<file path="src/rtl/seq_ctrl_pkg.sv">
// Shared definitions for the Y86-64 SEQ stage sequencer.
//   - icode constants (HALT..POPQ)
//   - processor status encodings
//   - controller state encoding (legacy 3-bit constants)
//   - per-icode stage-usage helpers: needs_mem / needs_wb / mem_write
package seq_ctrl_pkg;

  localparam logic [3:0] ICODE_HALT   = 4'h0;
  localparam logic [3:0] ICODE_NOP    = 4'h1;
  localparam logic [3:0] ICODE_RRMOVQ = 4'h2;
  localparam logic [3:0] ICODE_IRMOVQ = 4'h3;
  localparam logic [3:0] ICODE_RMMOVQ = 4'h4;
  localparam logic [3:0] ICODE_MRMOVQ = 4'h5;
  localparam logic [3:0] ICODE_OPQ    = 4'h6;
  localparam logic [3:0] ICODE_JXX    = 4'h7;
  localparam logic [3:0] ICODE_CALL   = 4'h8;
  localparam logic [3:0] ICODE_RET    = 4'h9;
  localparam logic [3:0] ICODE_PUSHQ  = 4'hA;
  localparam logic [3:0] ICODE_POPQ   = 4'hB;

  typedef enum logic [1:0] {
    STAT_AOK = 2'b00,
    STAT_HLT = 2'b01,
    STAT_ADR = 2'b10,
    STAT_INS = 2'b11
  } stat_e;

  localparam logic [2:0] S_IDLE      = 3'd0;
  localparam logic [2:0] S_FETCH     = 3'd1;
  localparam logic [2:0] S_DECODE    = 3'd2;
  localparam logic [2:0] S_EXECUTE   = 3'd3;
  localparam logic [2:0] S_MEMORY    = 3'd4;
  localparam logic [2:0] S_WRITEBACK = 3'd5;
  localparam logic [2:0] S_PCUPD     = 3'd6;
  localparam logic [2:0] S_HALT      = 3'd7;

  // Instructions that perform a data-memory access.
  function automatic logic needs_mem(input logic [3:0] ic);
    return ic inside {ICODE_RMMOVQ, ICODE_MRMOVQ, ICODE_CALL,
                      ICODE_RET, ICODE_PUSHQ, ICODE_POPQ};
  endfunction

  // Instructions that write the register file (including %rsp updates).
  function automatic logic needs_wb(input logic [3:0] ic);
    return ic inside {ICODE_RRMOVQ, ICODE_IRMOVQ, ICODE_MRMOVQ, ICODE_OPQ,
                      ICODE_CALL, ICODE_RET, ICODE_PUSHQ, ICODE_POPQ};
  endfunction

  // Data accesses that are writes.
  function automatic logic mem_write(input logic [3:0] ic);
    return ic inside {ICODE_RMMOVQ, ICODE_CALL, ICODE_PUSHQ};
  endfunction

endpackage

</file>
<file path="src/rtl/seq_stage_controller_if.sv">
// Shared memory-port handshake between the SEQ controller and memory.
//   mem_req   controller -> memory  request, held until ack/error/timeout
//   mem_sel   controller -> memory  0 = instruction fetch, 1 = data access
//   mem_we    controller -> memory  data write
//   mem_ack   memory -> controller  request completed this cycle
//   mem_error memory -> controller  qualifies mem_ack: bad address
interface seq_stage_controller_if;
  logic mem_req;
  logic mem_sel;
  logic mem_we;
  logic mem_ack;
  logic mem_error;

  modport master (
    output mem_req, mem_sel, mem_we,
    input  mem_ack, mem_error
  );

  modport slave (
    input  mem_req, mem_sel, mem_we,
    output mem_ack, mem_error
  );
endinterface

</file>
<file path="src/rtl/seq_mem_timer.sv">
// Memory wait counter. Counts cycles a request has waited without ack and
// flags the last permitted cycle (count == MEM_TIMEOUT-1).
//   clk, rst   clock, async active-high reset
//   clear_i    force count to zero (controller not waiting on memory)
//   tick_i     one more cycle waited without ack
//   timeout_o  current cycle is the last one allowed before ADR
module seq_mem_timer #(
  parameter int unsigned MEM_TIMEOUT = 16
) (
  input  logic clk,
  input  logic rst,
  input  logic clear_i,
  input  logic tick_i,
  output logic timeout_o
);

  localparam int unsigned CW = (MEM_TIMEOUT > 1) ? $clog2(MEM_TIMEOUT) : 1;
  localparam logic [CW-1:0] LIMIT = CW'(MEM_TIMEOUT - 1);

  logic [CW-1:0] count_q, count_d;

  always_comb begin
    count_d = count_q;
    if (clear_i) begin
      count_d = '0;
    end else if (tick_i && (count_q != LIMIT)) begin
      count_d = count_q + 1'b1;
    end
  end

  always_ff @(posedge clk or posedge rst) begin
    if (rst) begin
      count_q <= '0;
    end else begin
      count_q <= count_d;
    end
  end

  assign timeout_o = (count_q == LIMIT);

endmodule

</file>
<file path="src/rtl/seq_stage_controller.sv">
// Multi-cycle sequencer for the Y86-64 SEQ datapath.
// Steps FETCH/DECODE/EXECUTE/MEMORY/WRITEBACK/PCUPD, issuing one-hot stage
// strobes, skipping stages an icode does not use, owning the shared memory
// port and tracking processor status.
//   clk, rst                  clock, async active-high reset
//   start                     leave IDLE (sampled in IDLE only)
//   stop                      return to IDLE after the current PCUPD
//   icode, instr_valid        decoded opcode / legality from fetch
//   mem                       shared memory port (master side)
//   f_en..pc_en               one-cycle stage strobes
//   cc_we                     condition-code write (OPq EXECUTE)
//   stat                      00 AOK, 01 HLT, 10 ADR, 11 INS
//   halted                    machine stopped on HLT/ADR/INS
//   cycle_count               active cycles, saturating
//   instr_count               retired instructions, wrapping
module seq_stage_controller
  import seq_ctrl_pkg::*;
#(
  parameter int unsigned MEM_TIMEOUT = 16,
  parameter int unsigned CNT_W       = 32
) (
  input  logic                  clk,
  input  logic                  rst,
  input  logic                  start,
  input  logic                  stop,
  input  logic [3:0]            icode,
  input  logic                  instr_valid,
  seq_stage_controller_if.master mem,
  output logic                  f_en,
  output logic                  d_en,
  output logic                  e_en,
  output logic                  m_en,
  output logic                  w_en,
  output logic                  pc_en,
  output logic                  cc_we,
  output logic [1:0]            stat,
  output logic                  halted,
  output logic [CNT_W-1:0]      cycle_count,
  output logic [CNT_W-1:0]      instr_count
);

  logic [2:0]       state_q, state_d;
  stat_e            stat_q, stat_d;
  logic [CNT_W-1:0] cycle_count_q, cycle_count_d;
  logic [CNT_W-1:0] instr_count_q, instr_count_d;

  logic in_mem;
  logic ack_ok;
  logic timeout;

  assign in_mem = (state_q == S_FETCH) || (state_q == S_MEMORY);
  assign ack_ok = mem.mem_ack && !mem.mem_error;

  // Counter is held at zero whenever no memory request is outstanding, so it
  // is already clear on the first cycle of every FETCH/MEMORY visit.
  seq_mem_timer #(
    .MEM_TIMEOUT(MEM_TIMEOUT)
  ) u_timer (
    .clk       (clk),
    .rst       (rst),
    .clear_i   (!in_mem),
    .tick_i    (in_mem && !mem.mem_ack),
    .timeout_o (timeout)
  );

  always_comb begin
    state_d = state_q;
    stat_d  = stat_q;
    case (state_q)
      S_IDLE: begin
        if (start) state_d = S_FETCH;
      end
      S_FETCH: begin
        // An ack in the timeout cycle takes priority over the timeout.
        if (ack_ok) begin
          state_d = S_DECODE;
        end else if (mem.mem_ack || timeout) begin
          stat_d  = STAT_ADR;
          state_d = S_HALT;
        end
      end
      S_DECODE: begin
        if (!instr_valid) begin
          stat_d  = STAT_INS;
          state_d = S_HALT;
        end else if (icode == ICODE_HALT) begin
          stat_d  = STAT_HLT;
          state_d = S_HALT;
        end else begin
          state_d = S_EXECUTE;
        end
      end
      S_EXECUTE: begin
        if (needs_mem(icode))     state_d = S_MEMORY;
        else if (needs_wb(icode)) state_d = S_WRITEBACK;
        else                      state_d = S_PCUPD;
      end
      S_MEMORY: begin
        if (ack_ok) begin
          state_d = needs_wb(icode) ? S_WRITEBACK : S_PCUPD;
        end else if (mem.mem_ack || timeout) begin
          stat_d  = STAT_ADR;
          state_d = S_HALT;
        end
      end
      S_WRITEBACK: state_d = S_PCUPD;
      S_PCUPD:     state_d = stop ? S_IDLE : S_FETCH;
      default:     state_d = S_HALT;
    endcase
  end

  always_comb begin
    cycle_count_d = cycle_count_q;
    instr_count_d = instr_count_q;
    if ((state_q != S_IDLE) && (state_q != S_HALT) && (cycle_count_q != '1)) begin
      cycle_count_d = cycle_count_q + 1'b1;
    end
    if (state_q == S_PCUPD) begin
      instr_count_d = instr_count_q + 1'b1;
    end
  end

  always_ff @(posedge clk or posedge rst) begin
    if (rst) begin
      state_q       <= S_IDLE;
      stat_q        <= STAT_AOK;
      cycle_count_q <= '0;
      instr_count_q <= '0;
    end else begin
      state_q       <= state_d;
      stat_q        <= stat_d;
      cycle_count_q <= cycle_count_d;
      instr_count_q <= instr_count_d;
    end
  end

  assign mem.mem_req = in_mem;
  assign mem.mem_sel = (state_q == S_MEMORY);
  assign mem.mem_we  = (state_q == S_MEMORY) && mem_write(icode);

  assign f_en  = (state_q == S_FETCH) && ack_ok;
  assign d_en  = (state_q == S_DECODE) && instr_valid && (icode != ICODE_HALT);
  assign e_en  = (state_q == S_EXECUTE);
  assign m_en  = (state_q == S_MEMORY) && ack_ok;
  assign w_en  = (state_q == S_WRITEBACK);
  assign pc_en = (state_q == S_PCUPD);
  assign cc_we = (state_q == S_EXECUTE) && (icode == ICODE_OPQ);

  assign stat        = stat_q;
  assign halted      = (state_q == S_HALT);
  assign cycle_count = cycle_count_q;
  assign instr_count = instr_count_q;

endmodule

</file>
<file path="src/flat_wrapper.sv">
// flat-port wrapper written by rule: the top's interface ports become plain ports
module seq_stage_controller_flat import seq_ctrl_pkg::*;
#(
  parameter int unsigned MEM_TIMEOUT = 16,
  parameter int unsigned CNT_W       = 32
)
  (clk, rst, start, stop, icode, instr_valid, f_en, d_en, e_en, m_en, w_en, pc_en, cc_we, stat, halted, cycle_count, instr_count, mem_mem_req, mem_mem_sel, mem_mem_we, mem_mem_ack, mem_mem_error);
  seq_stage_controller_if mem_i ();
  input  logic clk;
  input  logic rst;
  input  logic start;
  input  logic stop;
  input  logic [3:0] icode;
  input  logic instr_valid;
  output logic f_en;
  output logic d_en;
  output logic e_en;
  output logic m_en;
  output logic w_en;
  output logic pc_en;
  output logic cc_we;
  output logic [1:0] stat;
  output logic halted;
  output logic [CNT_W-1:0] cycle_count;
  output logic [CNT_W-1:0] instr_count;
  output wire logic [$bits(mem_i.mem_req)-1:0] mem_mem_req;
  output wire logic [$bits(mem_i.mem_sel)-1:0] mem_mem_sel;
  output wire logic [$bits(mem_i.mem_we)-1:0] mem_mem_we;
  input wire logic [$bits(mem_i.mem_ack)-1:0] mem_mem_ack;
  input wire logic [$bits(mem_i.mem_error)-1:0] mem_mem_error;
  assign mem_mem_req = mem_i.mem_req;
  assign mem_mem_sel = mem_i.mem_sel;
  assign mem_mem_we = mem_i.mem_we;
  assign mem_i.mem_ack = mem_mem_ack;
  assign mem_i.mem_error = mem_mem_error;
  seq_stage_controller #(.MEM_TIMEOUT(MEM_TIMEOUT), .CNT_W(CNT_W)) u_core (.clk(clk), .rst(rst), .start(start), .stop(stop), .icode(icode), .instr_valid(instr_valid), .mem(mem_i), .f_en(f_en), .d_en(d_en), .e_en(e_en), .m_en(m_en), .w_en(w_en), .pc_en(pc_en), .cc_we(cc_we), .stat(stat), .halted(halted), .cycle_count(cycle_count), .instr_count(instr_count));
endmodule
</file>
<file path="config.mk">
export PLATFORM = sky130hd
export DESIGN_NAME = seq_stage_controller_flat
export DESIGN_NICKNAME = d
export VERILOG_FILES = /design/src/rtl/seq_ctrl_pkg.sv /design/src/rtl/seq_stage_controller_if.sv /design/src/rtl/seq_mem_timer.sv /design/src/rtl/seq_stage_controller.sv /design/src/flat_wrapper.sv
export SDC_FILE = /design/constraint.sdc
export NUM_CORES = 1
export LEC_CHECK = 0
export CORE_ASPECT_RATIO = 1.1
export CORE_MARGIN = 8
export CORE_UTILIZATION = 35
export CTS_CLUSTER_SIZE = 30
export DETAILED_ROUTE_END_ITERATION = 8
export RECOVER_POWER = 25
export SLEW_MARGIN = 10
export SYNTH_ARGS = -nofsm -noshare
export SYNTH_HDL_FRONTEND = slang
export SYNTH_SLANG_ARGS = --single-unit
</file>
<file path="constraint.sdc">
create_clock -name clk -period 2.1 [get_ports clk]
set_input_delay 0.21 -clock clk [delete_from_list [all_inputs] [get_ports clk]]
set_output_delay 0.21 -clock clk [all_outputs]
set_load 0.05 [all_outputs]
</file>
==> out/results.ini, run 1 <==
[status]
status=finished, final reports clean

[finish]
drive_above_1_share=0.149
final_core_util=0.507
fillers=928
diodes=0
regArea_sq_um=1830
multiInputGateArea_sq_um=1790
finalNetCount=464
area_delta_synth_final_pct=41.8
design_area_sq_um=5220

[timing]
hold_viol_final=0
setup_tns_ns=0
max_freq_ghz=0.512
relSlewSlack=0.345
rsz0062_at_grt=no
finalCritPeriodShare=0.930
setup_viol=0
worst_pin_slew_ns=0.982
skew_ns=0.00822
finalMaxSlewViolations=0
fin_crit_ns=1.95
setup_ws_ns=0.148

[routing]
drc=0
routed_wl_microns=8690
vias=2904
wl_met1_microns=3840
wl_per_cell_microns=14.5
viasPerCell=4.86
dr.pass1.iters=5
top_layer_used=met4
ant_nets=0
met3_length_microns=585
route.met2.wl_microns=4170
first_iter_violations=134

[setup_path]
crit_chain=buf_4 > nand2b_1 > or2_2 > nor2_1 > buf_12
r2r_end=u_core.cycle_count[13]
timing.rr.start=u_core.cycle_count[10]
crit_arrival_ns=1.74
slowest_delay_ns=0.38
rrSetupSlack_ns=0.18
path_max_fanout=11
critPathSlowestCell=dfrtp_1
rr_worst_depth=5
endpoint_kind=primary output
start_kind=register
required_ns=1.89
critPathKind=register to primary output

[logic_synthesis]
synth.area.top_cells=dfrtp_1, xnor2_1, nand4_1
ys_async_sr_fraction=1.00
synth_fp_nets=356
syn_inst=342
synth-edff-count=0
synth.cell_area_sq_um=3680
synth_flop_cell=dfrtp_1
yosysWarnings=0
avgSynthCellArea_sq_um=10.8
yosysSeqAreaShare=0.496
synth_most_common_cell=dfrtp_1
ys_types=51
yosys.area.top_type=dfrtp_1
synthTopCellsByCount=dfrtp_1, xnor2_1, nand2_1, nand4_1, nor2_1
synth_top_cell_area_share=0.496
ys_ff_latch=73

[floorplanning]
die_x_microns=114
die_h_microns=124
die-area_sq_um=14100
coreArea_sq_um=10300
start_util=0.358
rows=39
boundaryPins=88

[clock_tree]
cts_root_buf=clkbuf_16
clk_latency_ns=0.33
htreeDepth=3
cts_tree=yes
cts_buffer_depth=2
cts.sinks=73
cts_resized=0
cts_hold_buf=0
cts_setup_buffers=0
clk_pin_slew_ns=0.06
numCtsBuffers=9

[min_path]
hold_path.startpoint=u_core.instr_count[31]
hold_class=register to register
min_to=u_core.instr_count[31]
hold_depth=1

[place]
place_area_sq_um=4890
portBuffers=87
gp_congestion=0.758
hpwlAfterDp_microns=6470
dp_slack_ns=0.186

[global_routing]
grt_max_degree=74
grt_pass1_vias=2920
grtUsageTotal=0.131
grt-ovfl-total=0
antenna_found_initial=0
grt_pass1_wl_microns=14700

[power_and_ir_drop]
ir_worst_vdd_uv=739
power_density_nw_per_um2=1090
leakage_nw=2.17
total_power_mw=5.70

[flow_run]
drv_cap=0

==> state kept, by name (all words and copies together), names as in the netlist <==
register                flops
u_core.cycle_count         32
u_core.instr_count         32
u_core.u_timer.count_q      4
u_core.state_q              3
u_core.stat                 2
==> metrics by stage <==
stage / hold WS [ns] / std cells
floorplan: 0.318 / 342
global placement: 0.462 / 582
detailed placement: 0.467 / 582
CTS: 0.302 / 598
global route: 0.477 / 598
finish: 0.469 / 598
==> critical path, delay by kind of cell, from the launching register on <==
family,cells,cell delay [ns]
simple gates,3,0.68
flops,1,0.38
buf+inv,2,0.34
==> final cells by class <==
cell class	instances	area share
inverters	10	0.00719
multi-input cells	254	0.343
clock buffers	10	0.0439
clock inverters	6	0.0216
well taps	143	0.0343
repair buffers	102	0.200
flip-flops and latches	73	0.351
==> power by group <==
group	internal [mW]	switching, mW
Clock	1.17	0.598
Sequential	1.59	0.182
Combinational	0.775	1.39
Total	3.54	2.17
==> how the worst max path moves through the flow <==
| stage | start | endpoint |
|---|---|---|
| floorplan | rst | u_core.cycle_count[0] |
| global placement | u_core.cycle_count[11] | u_core.cycle_count[1] |
| detailed placement | u_core.cycle_count[10] | u_core.cycle_count[1] |
| CTS | u_core.state_q[2] | f_en |
| global route | u_core.state_q[2] | f_en |
| finish | u_core.state_q[2] | f_en |
==> placed cells by master (no fill, tap or decap), types with 2 or more instances in the layout <==
cell | netlist | layout
nand2b_1 | 6 | 6
nand3_1 | 15 | 15
nor3_2 | 3 | 3
dfrtp_2 | 0 | 2
buf_4 | 3 | 18
and2_1 | 4 | 4
nand2_1 | 28 | 28
a31oi_1 | 2 | 2
nor3_1 | 8 | 8
or2_2 | 2 | 2
and3_1 | 11 | 11
inv_6 | 0 | 2
nand3_2 | 6 | 6
o21ai_0 | 8 | 8
clkdlybuf4s50_1 | 0 | 75
dfrtp_1 | 73 | 71
xor2_1 | 11 | 11
mux2_1 | 3 | 3
and3b_1 | 2 | 2
xnor2_1 | 50 | 50
nor4_2 | 2 | 3
buf_12 | 0 | 7
nand4_1 | 25 | 25
and4_1 | 9 | 9
ha_1 | 3 | 3
bufinv_16 | 0 | 3
a21o_1 | 2 | 2
or3_1 | 3 | 3
nor2_1 | 23 | 22
inv_1 | 10 | 9
a21oi_1 | 4 | 4
clkbuf_16 | 0 | 9
==> cell families (layout without fill, tap and decap cells) <==
family	Yosys count	after routing	synth area share
mux	5	5	0.0150
flops	73	73	0.496
simple gates	161	161	0.267
fa+ha+maj	3	3	0.0102
buf+inv	15	128	0.0204
xor+xnor	61	61	0.145
compound gates	24	24	0.0459
==> layer usage <==
layer	GRT usage	up-vias
li1	-	1444
met1	0.164	1374
met2	0.208	79
met3	0.0386	7
met4	0.0525	0
met5	0	-
Note: power is estimated with default switching activity, not from simulation.
==> inputs of run 2 (changes only) <==
--- a/config.mk
+++ b/config.mk
@@ -10,6 +10,7 @@
 export CORE_UTILIZATION = 35
 export CTS_CLUSTER_SIZE = 30
 export DETAILED_ROUTE_END_ITERATION = 8
+export MAX_ROUTING_LAYER = met4
 export RECOVER_POWER = 25
 export SLEW_MARGIN = 10
 export SYNTH_ARGS = -nofsm -noshare
==> run 2 against run 1 <==
Register-to-register slack barely moved. Largest cell class unchanged. Critical path depth is the same. Sequential power barely moved. Worst setup slack worse by 0.0038 ns. Sequential share of layout area did not move. Fmax down 0.19%. Final cell count did not move. Global-route usage grew 0.40 points. Routed wire length hardly changed. Clock-buffer cell count unchanged.
==> out/results.ini, run 2 (synthesis gave the netlist of run 1 again) <==
[finish]
finalNetCount=464  ; unchanged
layout_common_cells=clkdlybuf4s50_1, dfrtp_1, xnor2_1  ; unchanged
diodes=0  ; unchanged
final_core_util=0.507  ; unchanged
drive_above_1_share=0.149  ; unchanged
fillers=928  ; unchanged
multiInputGateArea_sq_um=1790  ; unchanged
regArea_sq_um=1830  ; unchanged
mostFrequentLayoutCell=clkdlybuf4s50_1  ; unchanged
area_delta_synth_final_pct=41.8  ; unchanged

[clock_tree]
cts_setup_buffers=0  ; unchanged
cts_resized=0  ; unchanged
htreeDepth=3  ; unchanged
numCtsBuffers=9  ; unchanged
cts_hold_buf=0  ; unchanged
clk_latency_ns=0.33  ; about the same
cts_root_buf=clkbuf_16  ; unchanged
cts.sinks=73  ; unchanged
cts_tree=yes  ; unchanged
cts_buffer_depth=2  ; unchanged
clk_pin_slew_ns=0.06  ; about the same

[timing]
skew_ns=0.00851  ; was 0.00822 ns
max_freq_ghz=0.511  ; was 0.512 GHz
setup_tns_ns=0  ; unchanged
finalMaxSlewViolations=0  ; unchanged
worst_pin_slew_ns=0.992  ; was 0.982 ns
holdWs_ns=0.469  ; about the same
setup_ws_ns=0.144  ; was 0.148 ns
hold_viol_final=0  ; unchanged
finalCritPeriodShare=0.931  ; was 0.930
rsz0062_at_grt=no  ; unchanged
relSlewSlack=0.339  ; was 0.345
setup_viol=0  ; unchanged
fin_crit_ns=1.96  ; was 1.95 ns

[routing]
wl_per_cell_microns=14.5  ; about the same
viasPerCell=4.87  ; was 4.86
first_iter_violations=131  ; was 134
routed_wl_microns=8700  ; was 8690 microns
vias=2911  ; was 2904
ant_nets=0  ; unchanged
drc=0  ; unchanged
dr.pass1.iters=6  ; was 5

[floorplanning]
die_h_microns=124  ; unchanged
boundaryPins=88  ; unchanged
coreArea_sq_um=10300  ; unchanged
rows=39  ; unchanged
start_util=0.358  ; unchanged
die_x_microns=114  ; unchanged
die-area_sq_um=14100  ; unchanged

[global_routing]
grt_max_degree=74  ; unchanged
grt_pass1_vias=2926  ; was 2920
grtUsageTotal=0.135  ; was 0.131
antenna_found_initial=0  ; unchanged
grt-ovfl-total=0  ; unchanged
grt_pass1_wl_microns=14700  ; about the same

[place]
dp_slack_ns=0.186  ; unchanged
portBuffers=87  ; unchanged
gp_congestion=0.768  ; was 0.758
hpwlAfterDp_microns=6470  ; unchanged

[min_path]
hold_depth=1  ; unchanged
hold_class=register to register  ; unchanged

[setup_path]
path_max_fanout=11  ; unchanged
start_kind=register  ; unchanged
rr_worst_depth=5  ; unchanged
required_ns=1.89  ; about the same
endpoint_kind=primary output  ; unchanged
critPathKind=register to primary output  ; unchanged
crit_arrival_ns=1.75  ; was 1.74 ns

[status]
status=finished, final reports clean  ; unchanged

[power_and_ir_drop]
leakage_nw=2.17  ; unchanged
ir_worst_vdd_uv=740  ; was 739 uV
power_density_nw_per_um2=1090  ; about the same
total_power_mw=5.70  ; about the same

[flow_run]
drv_cap=0  ; unchanged

==> run 2: final timing paths <==
path                                        start                     end  slack, ns
max                             u_core.state_q[2]                    f_en       0.14
min                        u_core.instr_count[31]  u_core.instr_count[31]       0.47
max reg2reg                u_core.cycle_count[10]  u_core.cycle_count[13]       0.18
min reg2reg                u_core.instr_count[31]  u_core.instr_count[31]       0.47
max in group asynchronous                     rst   u_core.cycle_count[0]       0.74
min in group asynchronous                     rst  u_core.instr_count[28]       0.68
==> run 2: where the power goes <==
group | internal [mW] | total [mW] | switching [mW]
registers | 1.59 | 1.78 | 0.182
clock network | 1.17 | 1.77 | 0.599
logic | 0.775 | 2.16 | 1.38
total | 3.54 | 5.70 | 2.16
==> run 2: cell type report <==
class | count | share of cell area
Clock buffer | 10 | 0.0439
Clock inverter | 6 | 0.0216
Inverter | 10 | 0.00719
Multi-Input combinational cell | 254 | 0.343
Sequential cell | 73 | 0.351
Tap cell | 143 | 0.0343
Timing Repair Buffer | 102 | 0.200
==> run 2: metal layers <==
metal	part of all wire	GRT usage
met3	0.047	0.0313
met1	0.46	0.169
met5	0	-
met4	0.010	0.0525
met2	0.49	0.207
==> run 2: critical path: stages, from the launching register on <==
cell and delay (ns):
dfrtp_1 0.38, buf_4 0.17, nand2b_1 0.18, or2_2 0.32, nor2_1 0.19, buf_12 0.17
==> run 2: metrics by stage <==
step / cells / cell area, sq um
after floorplan: 342 / 3690
after global placement: 582 / 4890
after detailed placement: 582 / 4890
after CTS: 598 / 5230
after global routing: 598 / 5220
final: 598 / 5220
==> inputs of run 3 (changes only) <==
--- a/config.mk
+++ b/config.mk
@@ -11,8 +11,9 @@
 export CTS_CLUSTER_SIZE = 30
 export DETAILED_ROUTE_END_ITERATION = 8
 export MAX_ROUTING_LAYER = met4
+export PLACE_DENSITY_LB_ADDON = 0.05
 export RECOVER_POWER = 25
-export SLEW_MARGIN = 10
+export SLEW_MARGIN = 20
 export SYNTH_ARGS = -nofsm -noshare
 export SYNTH_HDL_FRONTEND = slang
 export SYNTH_SLANG_ARGS = --single-unit
==> run 3 against run 2 <==
Combinational power is essentially flat. Sequential share of layout area rose by 0.54 points. Critical path type is now register to register. Via count down 0.89%.
==> out/results.ini, run 3 (synthesis gave the netlist of run 1 again) <==
[floorplanning]
die_h_microns=124  ; unchanged
start_util=0.358  ; unchanged
die-area_sq_um=14100  ; unchanged
rows=39  ; unchanged
die_x_microns=114  ; unchanged
boundaryPins=88  ; unchanged
coreArea_sq_um=10300  ; unchanged

[setup_path]
crit_arrival_ns=2.14  ; was 1.75 ns
endpoint_kind=register  ; was primary output
critPathKind=register to register  ; was register to primary output
timing.rr.start=u_core.cycle_count[7]  ; was u_core.cycle_count[10]
start_kind=register  ; unchanged
r2r_end=u_core.cycle_count[1]  ; was u_core.cycle_count[13]
rrSetupSlack_ns=0.17  ; was 0.18 ns
path_max_fanout=18  ; was 11
required_ns=2.31  ; was 1.89 ns
rr_worst_depth=4  ; was 5

[place]
dpl.cell_count=579  ; was 582
portBuffers=87  ; unchanged
gp_congestion=0.768  ; about the same
hpwlAfterDp_microns=6560  ; was 6470 microns

[finish]
mostFrequentLayoutCell=clkdlybuf4s50_1  ; unchanged
finalNetCount=461  ; was 464
drive_above_1_share=0.144  ; was 0.149
final-instance-count-excl-fill=595  ; was 598
layout_common_cells=clkdlybuf4s50_1, dfrtp_1, xnor2_1  ; unchanged
diodes=0  ; unchanged
area_delta_synth_final_pct=39.6  ; was 41.8%

[flow_run]
drv_cap=0  ; unchanged

[routing]
wl_per_cell_microns=14.9  ; was 14.5 microns
ant_nets=0  ; unchanged
viasPerCell=4.85  ; was 4.87
routed_wl_microns=8880  ; was 8700 microns
dr.pass1.iters=4  ; was 6
first_iter_violations=100  ; was 131
drc=0  ; unchanged
vias=2885  ; was 2911

[global_routing]
grt-ovfl-total=0  ; unchanged
grt_pass1_vias=3005  ; was 2926
grtUsageTotal=0.138  ; was 0.135
grt_pass1_wl_microns=15200  ; was 14700 microns
grt_max_degree=74  ; unchanged
antenna_found_initial=0  ; unchanged

[clock_tree]
cts_setup_buffers=0  ; unchanged
numCtsBuffers=9  ; unchanged
clk_pin_slew_ns=0.06  ; about the same
htreeDepth=3  ; unchanged
cts_tree=yes  ; unchanged
clk_latency_ns=0.33  ; about the same
cts_buffer_depth=2  ; unchanged
cts_resized=0  ; unchanged
cts.sinks=73  ; unchanged
cts_root_buf=clkbuf_16  ; unchanged
cts_hold_buf=0  ; unchanged

[timing]
worst_pin_slew_ns=1.02  ; was 0.992 ns
finalMaxSlewViolations=0  ; unchanged
max_freq_ghz=0.518  ; was 0.511 GHz
rsz0062_at_grt=no  ; unchanged
hold_viol_final=0  ; unchanged
relSlewSlack=0.321  ; was 0.339
setup_tns_ns=0  ; unchanged
holdWs_ns=0.475  ; was 0.469 ns
skew_ns=0.00531  ; was 0.00851 ns
finalCritPeriodShare=0.919  ; was 0.931
fin_crit_ns=1.93  ; was 1.96 ns
setup_viol=0  ; unchanged

[min_path]
hold_path.startpoint=u_core.instr_count[31]  ; unchanged
hold_depth=1  ; unchanged
hold_class=register to register  ; unchanged
min_to=u_core.instr_count[31]  ; unchanged

[power_and_ir_drop]
power_density_nw_per_um2=1060  ; was 1090 nW/um^2
leakage_nw=2.13  ; was 2.17 nW
ir_worst_vdd_uv=899  ; was 740 uV

[status]
status=finished, final reports clean  ; unchanged

-- run 3: routing by layer --
metal	wire, microns	up-vias	track usage
li1	-	1431	-
met1	4270	1368	0.178
met2	3930	78	0.201
met3	580	8	0.0454
met4	104	0	0.0425
met5	0	-	-
-- run 3: worst max path at each step --
stage	from	endpoint	slack, ns	cells past startpoint
floorplan	rst	u_core.cycle_count[0]	-0.13	1
global placement	u_core.cycle_count[7]	u_core.cycle_count[1]	0.16	4
detailed placement	u_core.cycle_count[7]	u_core.cycle_count[1]	0.15	4
CTS	u_core.cycle_count[7]	u_core.cycle_count[1]	0.14	4
global route	u_core.cycle_count[0]	u_core.cycle_count[20]	0.03	6
finish	u_core.cycle_count[7]	u_core.cycle_count[1]	0.17	4
-- run 3: layout make-up --
class	instances	area (sq um)
Inverter	10	37.5
Clock buffer	11	243
Clock inverter	5	55.1
Multi-Input combinational cell	254	1790
Sequential cell	73	1830
Fill cell	986	5160
Timing Repair Buffer	99	1010
Tap cell	143	179
-- run 3: worst max-delay path, stage by stage (launching register included) --
cell and delay, ns:
dfrtp_1 0.44, and4_1 0.27, and4_4 0.23, a31oi_4 0.50, mux2_1 0.37
-- run 3: through the flow --
step	power (mW)	area [sq um]	util	setup slack, ns
floorplan	3.25	3690	-	-0.126
finish	5.44	5140	0.499	0.171
detailed placement	3.98	4850	0.472	0.148
CTS	5.55	5150	0.500	0.136
global placement	3.97	4850	0.472	0.161
global route	5.75	5140	0.499	0.0274
-- run 3: where the power goes --
group          internal [mW]  total (mW)  switching [mW]
Clock                  0.948        1.52           0.570
Combinational          0.763        2.13            1.36
Sequential              1.59        1.79           0.199
Total                   3.31        5.44            2.13
